$ cat src/rtl/matvec_scheduler.sv
// Sequences a Saber matrix-vector product b = A*s (or A^T*s) on the shared multiplier/accumulator.
// Optional MATVEC_PERF_CNT_EN adds a saturating busy-cycle counter output (cycle_count_o).
module matvec_scheduler #(
    parameter int unsigned L     = 3,
    parameter int unsigned WORDS = 64,
    parameter int unsigned AW    = 6,
    parameter int unsigned IW    = 2
) (
    input  logic             clk,
    input  logic             rst,
    input  logic             start_i,
    input  logic             transpose_i,
    input  logic             pol_mul_done_i,
    output logic             rst_pol_mul_o,
    output logic             pol_acc_clear_o,
    output logic [IW-1:0]    a_row_o,
    output logic [IW-1:0]    a_col_o,
    output logic [IW-1:0]    s_sel_o,
    output logic             result_read_o,
    output logic [IW+AW-1:0] polmem_addr_o,
    output logic             polmem_wen_o,
    output logic             busy_o,
    output logic             done_o
`ifdef MATVEC_PERF_CNT_EN
    ,
    output logic [15:0]      cycle_count_o
`endif
);

    localparam int unsigned CW = 16;

    typedef enum logic [2:0] {
        S_IDLE,
        S_CLEAR,
        S_MUL_RUN,
        S_MUL_GAP,
        S_WB_GAP,
        S_WB_WRITE,
        S_DONE
    } state_e;

    state_e          state_q, state_d;
    logic [IW-1:0]   row_q, row_d;
    logic [IW-1:0]   col_q, col_d;
    logic [AW-1:0]   word_q, word_d;
    logic            tr_q, tr_d;

    logic             rst_pol_mul_d;
    logic             pol_acc_clear_d;
    logic [IW-1:0]    a_row_d;
    logic [IW-1:0]    a_col_d;
    logic [IW-1:0]    s_sel_d;
    logic             result_read_d;
    logic [IW+AW-1:0] polmem_addr_d;
    logic             polmem_wen_d;
    logic             busy_d;
    logic             done_d;

    // Next-state and counter sequencing
    always_comb begin
        state_d = state_q;
        row_d   = row_q;
        col_d   = col_q;
        word_d  = word_q;
        tr_d    = tr_q;
        case (state_q)
            S_IDLE: begin
                if (start_i) begin
                    state_d = S_CLEAR;
                    tr_d    = transpose_i;
                    row_d   = '0;
                    col_d   = '0;
                    word_d  = '0;
                end
            end
            S_CLEAR:   state_d = S_MUL_RUN;
            S_MUL_RUN: begin
                if (pol_mul_done_i) begin
                    if (col_q == IW'(L - 1)) begin
                        state_d = S_WB_GAP;
                    end else begin
                        col_d   = col_q + IW'(1);
                        state_d = S_MUL_GAP;
                    end
                end
            end
            S_MUL_GAP: state_d = S_MUL_RUN;
            S_WB_GAP:  state_d = S_WB_WRITE;
            S_WB_WRITE: begin
                if (word_q == AW'(WORDS - 1)) begin
                    word_d = '0;
                    if (row_q == IW'(L - 1)) begin
                        state_d = S_DONE;
                    end else begin
                        row_d   = row_q + IW'(1);
                        col_d   = '0;
                        state_d = S_CLEAR;
                    end
                end else begin
                    word_d  = word_q + AW'(1);
                    state_d = S_WB_GAP;
                end
            end
            S_DONE:  state_d = S_IDLE;
            default: state_d = S_IDLE;
        endcase
    end

    // Moore decode of the upcoming state, registered so outputs track state_q exactly
    always_comb begin
        rst_pol_mul_d   = (state_d != S_MUL_RUN);
        pol_acc_clear_d = (state_d == S_IDLE) || (state_d == S_CLEAR) || (state_d == S_DONE);
        result_read_d   = (state_d == S_WB_WRITE);
        polmem_wen_d    = (state_d == S_WB_WRITE);
        busy_d          = (state_d != S_IDLE);
        done_d          = (state_d == S_DONE);
        a_row_d         = tr_d ? col_d : row_d;
        a_col_d         = tr_d ? row_d : col_d;
        s_sel_d         = col_d;
        polmem_addr_d   = {row_d, word_d};
    end

    always_ff @(posedge clk or posedge rst) begin
        if (rst) begin
            state_q         <= S_IDLE;
            row_q           <= '0;
            col_q           <= '0;
            word_q          <= '0;
            tr_q            <= 1'b0;
            rst_pol_mul_o   <= 1'b1;
            pol_acc_clear_o <= 1'b1;
            result_read_o   <= 1'b0;
            polmem_wen_o    <= 1'b0;
            busy_o          <= 1'b0;
            done_o          <= 1'b0;
            a_row_o         <= '0;
            a_col_o         <= '0;
            s_sel_o         <= '0;
            polmem_addr_o   <= '0;
        end else begin
            state_q         <= state_d;
            row_q           <= row_d;
            col_q           <= col_d;
            word_q          <= word_d;
            tr_q            <= tr_d;
            rst_pol_mul_o   <= rst_pol_mul_d;
            pol_acc_clear_o <= pol_acc_clear_d;
            result_read_o   <= result_read_d;
            polmem_wen_o    <= polmem_wen_d;
            busy_o          <= busy_d;
            done_o          <= done_d;
            a_row_o         <= a_row_d;
            a_col_o         <= a_col_d;
            s_sel_o         <= s_sel_d;
            polmem_addr_o   <= polmem_addr_d;
        end
    end

`ifdef MATVEC_PERF_CNT_EN
    logic [CW-1:0] cnt_q, cnt_d;

    // Counts cycles spent working (CLEAR through WB_WRITE), saturating
    always_comb begin
        cnt_d = cnt_q;
        if (state_q == S_IDLE) begin
            if (start_i) begin
                cnt_d = '0;
            end
        end else if (state_q != S_DONE) begin
            if (cnt_q != {CW{1'b1}}) begin
                cnt_d = cnt_q + CW'(1);
            end
        end
    end

    always_ff @(posedge clk or posedge rst) begin
        if (rst) begin
            cnt_q <= '0;
        end else begin
            cnt_q <= cnt_d;
        end
    end

    assign cycle_count_o = cnt_q;
`endif

endmodule

$ cat config.mk
export PLATFORM = sky130hd
export DESIGN_NAME = matvec_scheduler
export DESIGN_NICKNAME = d
export VERILOG_FILES = /design/src/rtl/matvec_scheduler.sv
export SDC_FILE = /design/constraint.sdc
export NUM_CORES = 1
export LEC_CHECK = 0
export BUFFER_PORTS_ARGS = -buffer_cell sky130_fd_sc_hd__buf_2
export CAP_MARGIN = 30
export CORE_MARGIN = 5
export CORE_UTILIZATION = 30
export CTS_BUF_LIST = sky130_fd_sc_hd__clkbuf_4
export DETAILED_ROUTE_END_ITERATION = 8
export GPL_ROUTABILITY_DRIVEN = 0
export PLACE_DENSITY = 0.53
export SYNTH_ARGS = -nofsm -noshare
export SYNTH_HDL_FRONTEND = slang
export SYNTH_SLANG_ARGS = --single-unit
$ cat constraint.sdc
create_clock -name clk -period 2.25 [get_ports clk]
set_input_delay 0.1125 -clock clk [delete_from_list [all_inputs] [get_ports clk]]
set_output_delay 0.1125 -clock clk [all_outputs]
set_load 0.03 [all_outputs]
After elaboration in Yosys (flattened, before gate mapping)
Cells that the tools add are included.
Storage, ports and cells
  register bits: 31
  word-level logic and storage cells: 57
  output and inout bits: 20
Operators by class
  equality and inequality tests: 12
  reductions and logical operators: 6
  mux-type cells: 23
  add/subtract/negate cells: 3
Operators by type and width (count)
  2-bit two-way mux: 10
  3-bit two-way mux: 5
  3-bit case mux with 5 select lines: 1
  3-bit equality test, second input constant: 4
  6-bit two-way mux: 2
  6-bit case mux with 2 select lines: 1
  6-bit by 1-bit adder with 6-bit output, second input constant: 1
  3-bit by 1-bit equality test with 1-bit output, second input constant: 2
  3-bit by 2-bit equality test with 1-bit output, second input constant: 2
  6-bit equality test, second input constant: 1
  3-bit logical NOT: 2
  2-bit case mux with 3 select lines: 1
  2-bit by 1-bit adder with 2-bit output, second input constant: 2
  2-bit equality test, second input constant: 2
  2-bit case mux with 2 select lines: 1
  3-bit by 2-bit inequality test with 1-bit output, second input constant: 1
  3-bit nonzero test: 1
  1-bit logical OR: 2
  1-bit two-way mux: 2
  2-bit OR reduction: 1

Longest topological paths before layout
Gate-level depths: netlist of run 1.
  word-level depth: 7
  gate-level depth with buffers: 6
  mapped depth without buffers: 6

Worst setup path after synthesis of run 1
No wires, ideal clock.
  path kind: register -> register
  start: register (tool-made name)
  end: register a_col_o[1]
  path buffers: 1
  slack: 0.451 ns
  required time: 2.114 ns
  cell stages (with the launch flop): 7
  arrival time: 1.663 ns
  path through: dfrtp_1 > ha_1 > and3_1 > buf_2 > and2_1 > a311oi_2 > mux2i_1
RTL lines
  to (signal assigned): RTL line 153  | a_col_o <= a_col_d;
  to (decl): RTL line 17  | output logic [IW-1:0] a_col_o,

Final worst setup path of run 1
  start: register state_q[2]
  end: register a_row_o[0]
On the way
  word-level cells in the longest chain between the ends: 3
  elaborated cells on any way between the ends: 7
Ends and longest elaborated chain
  from (decl): RTL line 42  | state_e state_q, state_d;
  from (signal assigned): RTL line 141  | state_q <= state_d;
  3-bit logical NOT: RTL line 66  | case (state_q)
  1-bit two-way mux: RTL line 66
  net tr_d: RTL line 46  | logic tr_q, tr_d;
  2-bit two-way mux: RTL line 117  | a_row_d = tr_d ? col_d : row_d;
  net a_row_d[0]: RTL line 50  | logic [IW-1:0] a_row_d;
  to (signal assigned): RTL line 152  | a_row_o <= a_row_d;
  to (decl): RTL line 16  | output logic [IW-1:0] a_row_o,
The timed path passes the listed nets, and every way through them passes these cells.

==> results by group, run 1 <==
Timing
  • Final min period: 1839 ps
  • RSZ-0062 raised after global routing: false
  • Final Cycle Share: 81.72%
  • Fmax: 543.9 MHz
  • Hold Vio Cnt, Final: 0
  • Clk_skew: 1.362 ps
  • Post-Route Setup TNS: 0 ps
  • Final setup viols: 0
  • Worst hold slack: 148.1 ps
  • Slew HR: 43.92%
  • Least-Margin Pin Slew: 840.3 ps
  • Slew Limit Fails: 0

Cells and area
  • # diodes: 0
  • Layout cells sized above 1: 29.41%
  • Finished Layout Cells: 186
  • Final Util: 34.88%
  • Net count, final: 147
  • Area Growth Syn to Fin: 12.74%

Logic synthesis
  • Fraction of registers with async set/reset: 100.0%
  • Area contributors post-synth: dfrtp_1, mux2i_1, ha_1
  • Count of flip-flops with a built-in enable after synthesis: 0
  • Count leader, synth: dfrtp_1
  • Mapped Area: 1237 um^2
  • Synth area leader: dfrtp_1
  • Seq/Total Area, Yosys: 46.71%
  • Area share of the largest cell type after synthesis: 42.47%
  • Library cells used by synthesis: 38
  • Syn_area_per_cell: 10.85 um^2
  • Syn Nets: 124
  • Commonest cells post-synth: dfrtp_1, inv_1, nor2_1
  • Synth Register Bits: 23
  • Synth Warn #: 0
  • Primary FF master, synth: dfrtp_1
  • Synth Instances: 114

Critical path
  • Worst R2R Setup Slack: 410 ps
  • Crit start category: register
  • CP endpoint kind: register
  • Crit path max-delay family: multiplexers
  • R2r worst-path depth: 4
  • Worst R2R Start: state_q[2]
  • Critical path class: register to register
  • Crit path largest cell delay: 530 ps
  • Worst EP arrival: 2030 ps
  • Worst EP required: 2450 ps
  • CP cell instances: nor4b_4, mux2i_1, clkinv_1, mux2i_1
  • Slowest CP cell: dfrtp_1
  • End of the worst register-to-register path: a_row_o[0]
  • CP bufs+invs: 1
  • Worst Setup SP: state_q[2]
  • Critical path depth in cells: 4
  • Crit Path Max Fanout: 11
  • CP endpoint: a_row_o[0]
  • Critical path's most frequent cell: mux2i_1

Pwr
  • Switching Power: 761.0 uW
  • PwrDens: 1197 nW/um^2
  • Maximum vdd drop: 0.0004320 V
  • Design internal power: 908.6 uW
  • Switching share of power: 45.58%
  • Clk pwr share: 11.6%
  • Comb pwr share: 46.4%
  • Pleak: 0.0007016 uW
  • Sequential group share of total power: 42.1%

Clock tree
  • Postcts setup bufs: 0
  • H-tree level count: 1
  • Clk root buf: clkbuf_4
  • CTS clk-pin slew, worst paths: 130 ps
  • CTS tree: done
  • Clock sinks: 23
  • Worst skew pair latency: 310 ps
  • Inserted Clock Buffers: 3
  • Deepest clock path buffer count: 2

Floorplanning
  • DIE HEIGHT: 74.23 um
  • Core box area: 4000 um^2
  • I/O pins: 25
  • Initial Utilization: 30.94%
  • # rows: 23
  • Die X: 74.23 um
  • Die area: 5509 um^2

Route
  • Final wirelength: 2426 um
  • Vias: 896
  • Drt pass-1 iters: 4
  • Post-DRT Antenna Nets: 0
  • Drt drc: 0
  • Detailed router's first-iteration violation count: 24
  • Routed len/inst: 13.04 um
  • Vias per Instance: 4.817

GRT
  • Largest net degree at the start of global routing: 24
  • GRT Resource Usage Total: 9.576%
  • First-pass GRT wire length: 4174 um
  • Initial antenna violation count: 0
  • Overflow after GRT: 0
  • Vias in the first global route: 907

Run
  • Max-cap violations: 0

Min path
  • Class of the most critical hold timing path: input pin to register

Status
  • Status: completed

Placed design
  • PortBufs: 24
  • Post-Place Cells: 181
  • DP HPWL: 1853 um
-- stage by stage --
stage | power (uW) | instance area [um^2] | setup slack (ps)
2_1_floorplan | 1317 | 1237 | 450.5
3_3_place_gp | 1470 | 1358 | 458.4
3_5_place_dp | 1493 | 1358 | 400.9
4_1_cts | 1689 | 1395 | 393.3
5_1_grt | 1802 | 1395 | 265.3
6_report | 1670 | 1395 | 411.3
-- cell usage in the layout, fill, tap and decap left out, types with 4 or more instances in the layout --
cell type	netlist	layout
inv_1	10	10
a31oi_1	4	4
nand2_1	7	7
ha_1	5	5
buf_2	2	24
o21ai_0	6	6
nor3_1	4	4
mux2i_1	7	7
dfrtp_1	21	21
nor2_1	8	8
-- worst register-to-register path, cell delays in order, from the launching register on --
cell      delay (ps)
dfrtp_1          530
nor4b_4          440
mux2i_1          400
clkinv_1         200
mux2i_1          150
-- logic make-up after synthesis --
family / count (synthesis) / synth area share, %
AND/OR/NAND/NOR: 36 / 18.61
multiplexers: 8 / 6.572
flip-flops: 23 / 46.71
buffers and inverters: 18 / 8.392
AO/OA/AOI/OAI: 24 / 14.66
adder cells (fa/ha/maj): 5 / 5.056
-- routing by layer --
metal  global-route usage, %  up-vias  part of all wire (%)
li1                        -      440                     -
met2                   15.35       27                    46
met4                   2.964        0                  0.78
met5                       0        -                     0
met1                   12.76      427                    46
met3                   2.432        2                   7.2
-- timing repair --
action | CTS | global route
endpoints found under the hold margin | 21 | 0
hold buffers | 1 | 0
resized for setup | 0 | 0
endpoints found under the setup margin | 0 | 0
-- cell type report --
| type | instances | area (um^2) |
|---|---|---|
| clock buffers | 3 | 22.52 |
| repair buffers | 25 | 130.1 |
| multi-input cells | 73 | 555.5 |
| inverters | 11 | 41.29 |
| clock inverters | 1 | 5.005 |
| well taps | 50 | 62.56 |
| fillers | 415 | 2605 |
| flip-flops and latches | 23 | 578.1 |
-- power by group through the flow --
stage | combinational (uW) | clock (uW) | sequential (uW)
2_1_floorplan | 455 | 0 | 862
3_3_place_gp | 766 | 0 | 704
3_5_place_dp | 785 | 0 | 708
4_1_cts | 787 | 202 | 700
5_1_grt | 854 | 219 | 728
6_report | 774 | 193 | 702
-- how the worst min path moves through the flow --
stage                              start         end  slack, ps  cells after the start
after floorplan                      rst   async pin        110                      1
after global placement               rst   async pin        330                      2
after detailed placement             rst   async pin        330                      2
after CTS                 pol_mul_done_i  state_q[2]        140                      3
after global routing         transpose_i        tr_q        170                      3
final                     pol_mul_done_i  state_q[2]        150                      3
(Power assumes the default switching activity.)
==> run 2: changes to the inputs <==
--- a/config.mk
+++ b/config.mk
@@ -12,7 +12,7 @@
 export CTS_BUF_LIST = sky130_fd_sc_hd__clkbuf_4
 export DETAILED_ROUTE_END_ITERATION = 8
 export GPL_ROUTABILITY_DRIVEN = 0
-export PLACE_DENSITY = 0.53
+export PLACE_DENSITY = 0.55
 export SYNTH_ARGS = -nofsm -noshare
 export SYNTH_HDL_FRONTEND = slang
 export SYNTH_SLANG_ARGS = --single-unit
==> constraint.sdc (replaced) <==
create_clock -name clk -period 1.6 [get_ports clk]
set_input_delay 0.08 -clock clk [delete_from_list [all_inputs] [get_ports clk]]
set_output_delay 0.08 -clock clk [all_outputs]
set_load 0.03 [all_outputs]
==> run 2 against run 1 <==
Net effect: via count increased by 9.3%; hold slack got worse by 120 ps; core utilization rose by 5.8 points; combinational power up 94%; largest power group unchanged; highest routed layer unchanged.
==> results by group, run 2 (same netlist as run 1, synthesis figures left out) <==
Status
  • Status: completed

GRT
  • Initial antenna violation count: 0 (unchanged)
  • First-pass GRT wire length: 4436 um (+6.3%)
  • Vias in the first global route: 980 (+8.0%)
  • GRT Resource Usage Total: 10.43% (+0.85 points)
  • Largest net degree at the start of global routing: 24 (unchanged)
  • Overflow after GRT: 0 (unchanged)

Timing
  • Worst hold slack: 31.79 ps (-116.3 ps)
  • Hold Vio Cnt, Final: 0 (unchanged)
  • Slew Limit Fails: 0 (unchanged)
  • Final Cycle Share: 98.92% (+17 points)
  • RSZ-0062 raised after global routing: true
  • Fmax: 631.8 MHz (+16%)
  • Setup ws final: 17.29 ps (-394.1 ps)
  • Slew HR: 73.58% (+30 points)
  • Post-Route Setup TNS: 0 ps (unchanged)
  • Final setup viols: 0 (unchanged)
  • Final min period: 1583 ps (-255.9 ps)
  • Clk_skew: 4.760 ps (+3.397 ps)
  • Least-Margin Pin Slew: 393.9 ps (-446.4 ps)

Pwr
  • Pleak: 0.0008074 uW (+15%)
  • Design internal power: 1544 uW (+70%)
  • Clk pwr share: 10.8% (-0.8 points)
  • Maximum vdd drop: 0.0006135 V (+42%)
  • Comb pwr share: 55.4% (+9.0 points)
  • Switching Power: 1171 uW (+54%)
  • Switching share of power: 43.14% (-2.4 points)
  • Sequential group share of total power: 33.8% (-8.3 points)
  • PwrDens: 1669 nW/um^2 (+39%)

Cells and area
  • Finished Layout Cells: 207 (+11%)
  • Most common cell after layout, fill and taps aside: buf_2
  • Commonest cells after routing, fill and taps aside: buf_2, buf_4, dfrtp_1
  • Layout cells sized above 1: 49.04% (+20 points)
  • Net count, final: 168 (+14%)
  • Area Growth Syn to Fin: 31.45%
  • # diodes: 0 (unchanged)

Critical path
  • R2r worst-path depth: 5 (+1)
  • Critical path class: register to register
  • Crit path max-delay family: simple AND/OR/NAND/NOR gates
  • Crit Path Max Fanout: 8 (-3)
  • Worst EP required: 1800 ps (-650 ps)
  • Crit start category: register
  • Worst EP arrival: 1790 ps (-240 ps)
  • CP endpoint kind: register
  • End of the worst register-to-register path: a_col_o[1]
  • Critical path depth in cells: 5 (+1)
  • Slowest CP cell: dfrtp_2
  • Worst R2R Setup Slack: 20 ps (-390 ps)
  • CP endpoint: a_col_o[1]
  • Crit path largest cell delay: 450 ps (-80 ps)
  • CP cell instances: ha_4, and3_2, and2_4, a311oi_2, mux2i_1
  • CP bufs+invs: 0 (-1)

Route
  • Routed len/inst: 12.67 um (-2.9%)
  • Post-DRT Antenna Nets: 0 (unchanged)
  • Drt pass-1 iters: 3 (-1)
  • Vias: 979 (+9.3%)
  • Drt drc: 0 (unchanged)
  • Final wirelength: 2622 um (+8.1%)
  • Vias per Instance: 4.729 (-1.8%)
  • Detailed router's first-iteration violation count: 38 (+58%)

Clock tree
  • Clock sinks: 23 (unchanged)
  • Deepest clock path buffer count: 2 (unchanged)
  • CTS tree: done
  • Worst skew pair latency: 320 ps (about the same)
  • CTS clk-pin slew, worst paths: 130 ps (about the same)
  • H-tree level count: 1 (unchanged)
  • Inserted Clock Buffers: 3 (unchanged)
  • Clk root buf: clkbuf_4

Floorplanning
  • # rows: 23 (unchanged)
  • Die area: 5509 um^2 (unchanged)
  • DIE HEIGHT: 74.23 um (unchanged)
  • Initial Utilization: 30.94% (unchanged)
  • Die X: 74.23 um (unchanged)
  • Core box area: 4000 um^2 (unchanged)
  • I/O pins: 25 (unchanged)

Min path
  • Class of the most critical hold timing path: input pin to register

Placed design
  • PortBufs: 24 (unchanged)
  • Post-Place Cells: 195 (+7.7%)
  • Pre-CTS setup slack: -37.68 ps (-438.6 ps)
  • DP HPWL: 1951 um (+5.3%)

Run
  • Max-cap violations: 0 (unchanged)
[run 2: cell types whose count changed in the layout (fill, tap and decap cells not counted), moves of 2 or more]
| cell | change |
|---|---|
| a31oi_1 | -2 |
| a31oi_2 | +2 |
| buf_4 | +21 |
| dfrtp_1 | -4 |
| dfrtp_2 | +4 |
| ha_1 | -2 |
| ha_4 | +2 |
[run 2: worst min-delay path by stage]
stage                 from        end  cells past startpoint
2_1_floorplan          rst  async pin                      1
3_3_place_gp           rst     busy_o                      3
3_5_place_dp           rst     busy_o                      3
4_1_cts        transpose_i       tr_q                      3
5_1_grt        transpose_i       tr_q                      3
6_report       transpose_i       tr_q                      3
[run 2: tightest hold or removal path, stage by stage]
cell      delay [ps]
buf_2             80
mux2i_2           80
clkinv_2          80
[run 2: what timing repair did]
action                                  in CTS  in global routing
endpoints found under the setup margin       5                 13
pin swaps                                    0                  7
hold buffers                                 1                  0
hold endpoints to repair                    21                  0
resized for setup                            1                  8
buffers inserted                             2                  5
[run 2: layout make-up]
class / instances / area, um^2
tap: 50 / 62.56
timing repair buffer: 46 / 287.8
fill: 389 / 2374
multi-input combinational: 73 / 620.6
sequential: 23 / 583.1
clock buffer: 4 / 30.03
inverter: 11 / 42.54
[run 2: power by group through the flow]
stage	combinational, uW	clock (uW)	sequential [uW]
after global placement	1310	0	920
after floorplan	654	0	1230
after global routing	1660	335	946
after CTS	1380	308	915
final	1500	293	918
after detailed placement	1340	0	927
[run 2: through the flow]
step / area [um^2] / power (uW) / util, %
global route: 1627 / 2938 / 40.66
floorplan: 1269 / 1884 / -
CTS: 1544 / 2606 / 38.60
detailed placement: 1488 / 2265 / 37.19
global placement: 1488 / 2229 / 37.19
finish: 1627 / 2715 / 40.66
[run 2: routing by layer]
metal,global-route usage [%],up-vias,part of all wire [%],wire length [um]
met3,3.378,5,5.0,131
met1,13.69,463,46,1219
li1,-,490,-,-
met4,1.779,0,0.76,20
met5,0,-,0,0
met2,17.13,21,48,1251
==> run 3: changes to the inputs <==
--- a/config.mk
+++ b/config.mk
@@ -5,7 +5,7 @@
 export SDC_FILE = /design/constraint.sdc
 export NUM_CORES = 1
 export LEC_CHECK = 0
-export BUFFER_PORTS_ARGS = -buffer_cell sky130_fd_sc_hd__buf_2
+export BUFFER_PORTS_ARGS = -buffer_cell sky130_fd_sc_hd__buf_4
 export CAP_MARGIN = 30
 export CORE_MARGIN = 5
 export CORE_UTILIZATION = 30
==> constraint.sdc (replaced) <==
create_clock -name clk -period 1.6 [get_ports clk]
set_input_delay 0.16 -clock clk [delete_from_list [all_inputs] [get_ports clk]]
set_output_delay 0.16 -clock clk [all_outputs]
set_load 0.03 [all_outputs]
==> run 3 against run 2 <==
Net effect: critical path depth is the same; sequential share of layout area shrank 1.9 points; fmax grew 1.3%; core utilization grew 2.2 points; sequential power grew 0.7%; clock skew is essentially flat; clock power shrank 2%; flip-flop and latch count is the same; die area is the same; routed wire length grew 0.34%; final area grew 5.5%; critical path type unchanged.
==> results by group, run 3 (same netlist as run 1, synthesis figures left out) <==
Status
  • Status: completed

Critical path
  • Critical path class: register to register
  • Worst EP required: 1840 ps (+40 ps)
  • Worst EP arrival: 1800 ps (about the same)
  • CP endpoint kind: register
  • Crit Path Max Fanout: 10 (+2)
  • Crit start category: register

Clock tree
  • H-tree level count: 1 (unchanged)
  • Deepest clock path buffer count: 2 (unchanged)
  • Clk root buf: clkbuf_4
  • Inserted Clock Buffers: 3 (unchanged)
  • Clock sinks: 23 (unchanged)
  • CTS clk-pin slew, worst paths: 130 ps (about the same)
  • CTS tree: done
  • Worst skew pair latency: 300 ps (-20 ps)

GRT
  • Vias in the first global route: 936 (-4.5%)
  • Largest net degree at the start of global routing: 24 (unchanged)
  • Initial antenna violation count: 0 (unchanged)
  • First-pass GRT wire length: 4133 um (-6.8%)
  • GRT Resource Usage Total: 9.573% (-0.85 points)
  • Overflow after GRT: 0 (unchanged)

Timing
  • Final min period: 1562 ps (-20.27 ps)
  • Slew HR: 73.95% (+0.37 points)
  • RSZ-0062 raised after global routing: true
  • Clk_skew: 4.740 ps (-0.02015 ps)
  • Hold Vio Cnt, Final: 0 (unchanged)
  • Worst hold slack: 114.7 ps (+82.95 ps)
  • Least-Margin Pin Slew: 390.7 ps (-3.227 ps)
  • Slew Limit Fails: 0 (unchanged)
  • Post-Route Setup TNS: 0 ps (unchanged)
  • Fmax: 640.0 MHz (+1.3%)
  • Final setup viols: 0 (unchanged)
  • Final Cycle Share: 97.65% (-1.3 points)

Min path
  • Class of the most critical hold timing path: input pin to register

Placed design
  • Post-Place Cells: 197 (+1.0%)
  • PortBufs: 24 (unchanged)
  • DP HPWL: 1973 um (+1.1%)

Floorplanning
  • # rows: 23 (unchanged)
  • Die X: 74.23 um (unchanged)
  • Initial Utilization: 30.94% (unchanged)
  • DIE HEIGHT: 74.23 um (unchanged)
  • Die area: 5509 um^2 (unchanged)
  • Core box area: 4000 um^2 (unchanged)
  • I/O pins: 25 (unchanged)

Cells and area
  • Area Growth Syn to Fin: 38.63%
  • Most common cell after layout, fill and taps aside: buf_4
  • Layout cells sized above 1: 50.32% (+1.3 points)
  • # diodes: 0 (unchanged)
  • Finished Layout Cells: 205 (-0.97%)
  • Commonest cells after routing, fill and taps aside: buf_4, dfrtp_1, inv_1
  • Net count, final: 166 (-1.2%)
  • FILL cells: 383 (-1.5%)
  • Multi-input combinational cell area: 660.6 um^2 (+6.5%)
  • Register area: 583.1 um^2 (unchanged)
  • Final Util: 42.88% (+2.2 points)

Route
  • Detailed router's first-iteration violation count: 47 (+24%)
  • Vias: 959 (-2.0%)
  • Drt drc: 0 (unchanged)
  • Vias per Instance: 4.678 (-1.1%)
  • Post-DRT Antenna Nets: 0 (unchanged)
  • Drt pass-1 iters: 4 (+1)
  • Routed len/inst: 12.83 um (+1.3%)
  • Final wirelength: 2631 um (+0.34%)

Pwr
  • Maximum vdd drop: 0.0006263 V (+2.1%)
  • PwrDens: 1629 nW/um^2 (-2.4%)
  • Power Total: 2795 uW (+3.0%)
  • Pleak: 0.0008080 uW (about the same)

Run
  • Max-cap violations: 0 (unchanged)
[run 3: changes by cell type in the layout (fill, tap and decap cells not counted), sizes merged]
| cell | before | now |
|---|---|---|
| buf | 45 | 43 |
[run 3: per-stage QoR]
stage	instance area [um^2]	setup slack [ps]
after detailed placement	1563	-0.4275
final	1715	37.55
after CTS	1604	3.239
after floorplan	1269	1.779
after global placement	1563	55.87
after global routing	1715	-15.11
[run 3: power by group]
| group | internal [uW] | switching [uW] | leakage (uW) | total, uW |
|---|---|---|---|---|
| Clock | 114 | 173 | 0.0000184 | 287 |
| Sequential | 792 | 132 | 0.000289 | 924 |
| Combinational | 708 | 877 | 0.000501 | 1580 |
| Total | 1610 | 1180 | 0.000808 | 2800 |
[run 3: worst paths after layout]
kind	from	endpoint	slack, ps	cells after the start
max reg2reg	state_q[2]	register	40	5
max in group asynchronous	rst	pol_acc_clear_o	880	4
max	state_q[2]	register	40	5
min reg2reg	register	register	570	2
min	transpose_i	tr_q	110	3
min in group asynchronous	rst	polmem_wen_o	440	4
[run 3: repair_timing]
| item | 4_1_cts | 5_1_grt |
|---|---|---|
| hold buffers | 1 | 0 |
| gates resized for setup | 1 | 15 |
| hold endpoints to repair | 21 | 0 |
| setup buffers | 0 | 3 |
| setup endpoints to repair | 5 | 10 |
| pin swaps | 0 | 2 |
[run 3: final cells by class]
class / count / share of cell area, %
clock buffer: 4 / 1.751
multi-input combinational: 73 / 38.51
timing repair buffer: 44 / 19.62
tap: 50 / 3.647
sequential: 23 / 33.99
inverter: 11 / 2.480
[run 3: critical path: stages (launching register included)]
cell and delay (ps):
dfrtp_1 440, buf_4 190, and3b_4 220, buf_4 160, or2_2 330, a31oi_4 160
[run 3: layer usage]
layer  vias up  global-route usage (%)  wire length [um]
met4         0                   2.372                13
met1       456                   13.42              1285
met3         2                   2.027               102
met2        17                   15.16              1229
met5         -                       0                 0
li1        484                       -                 -
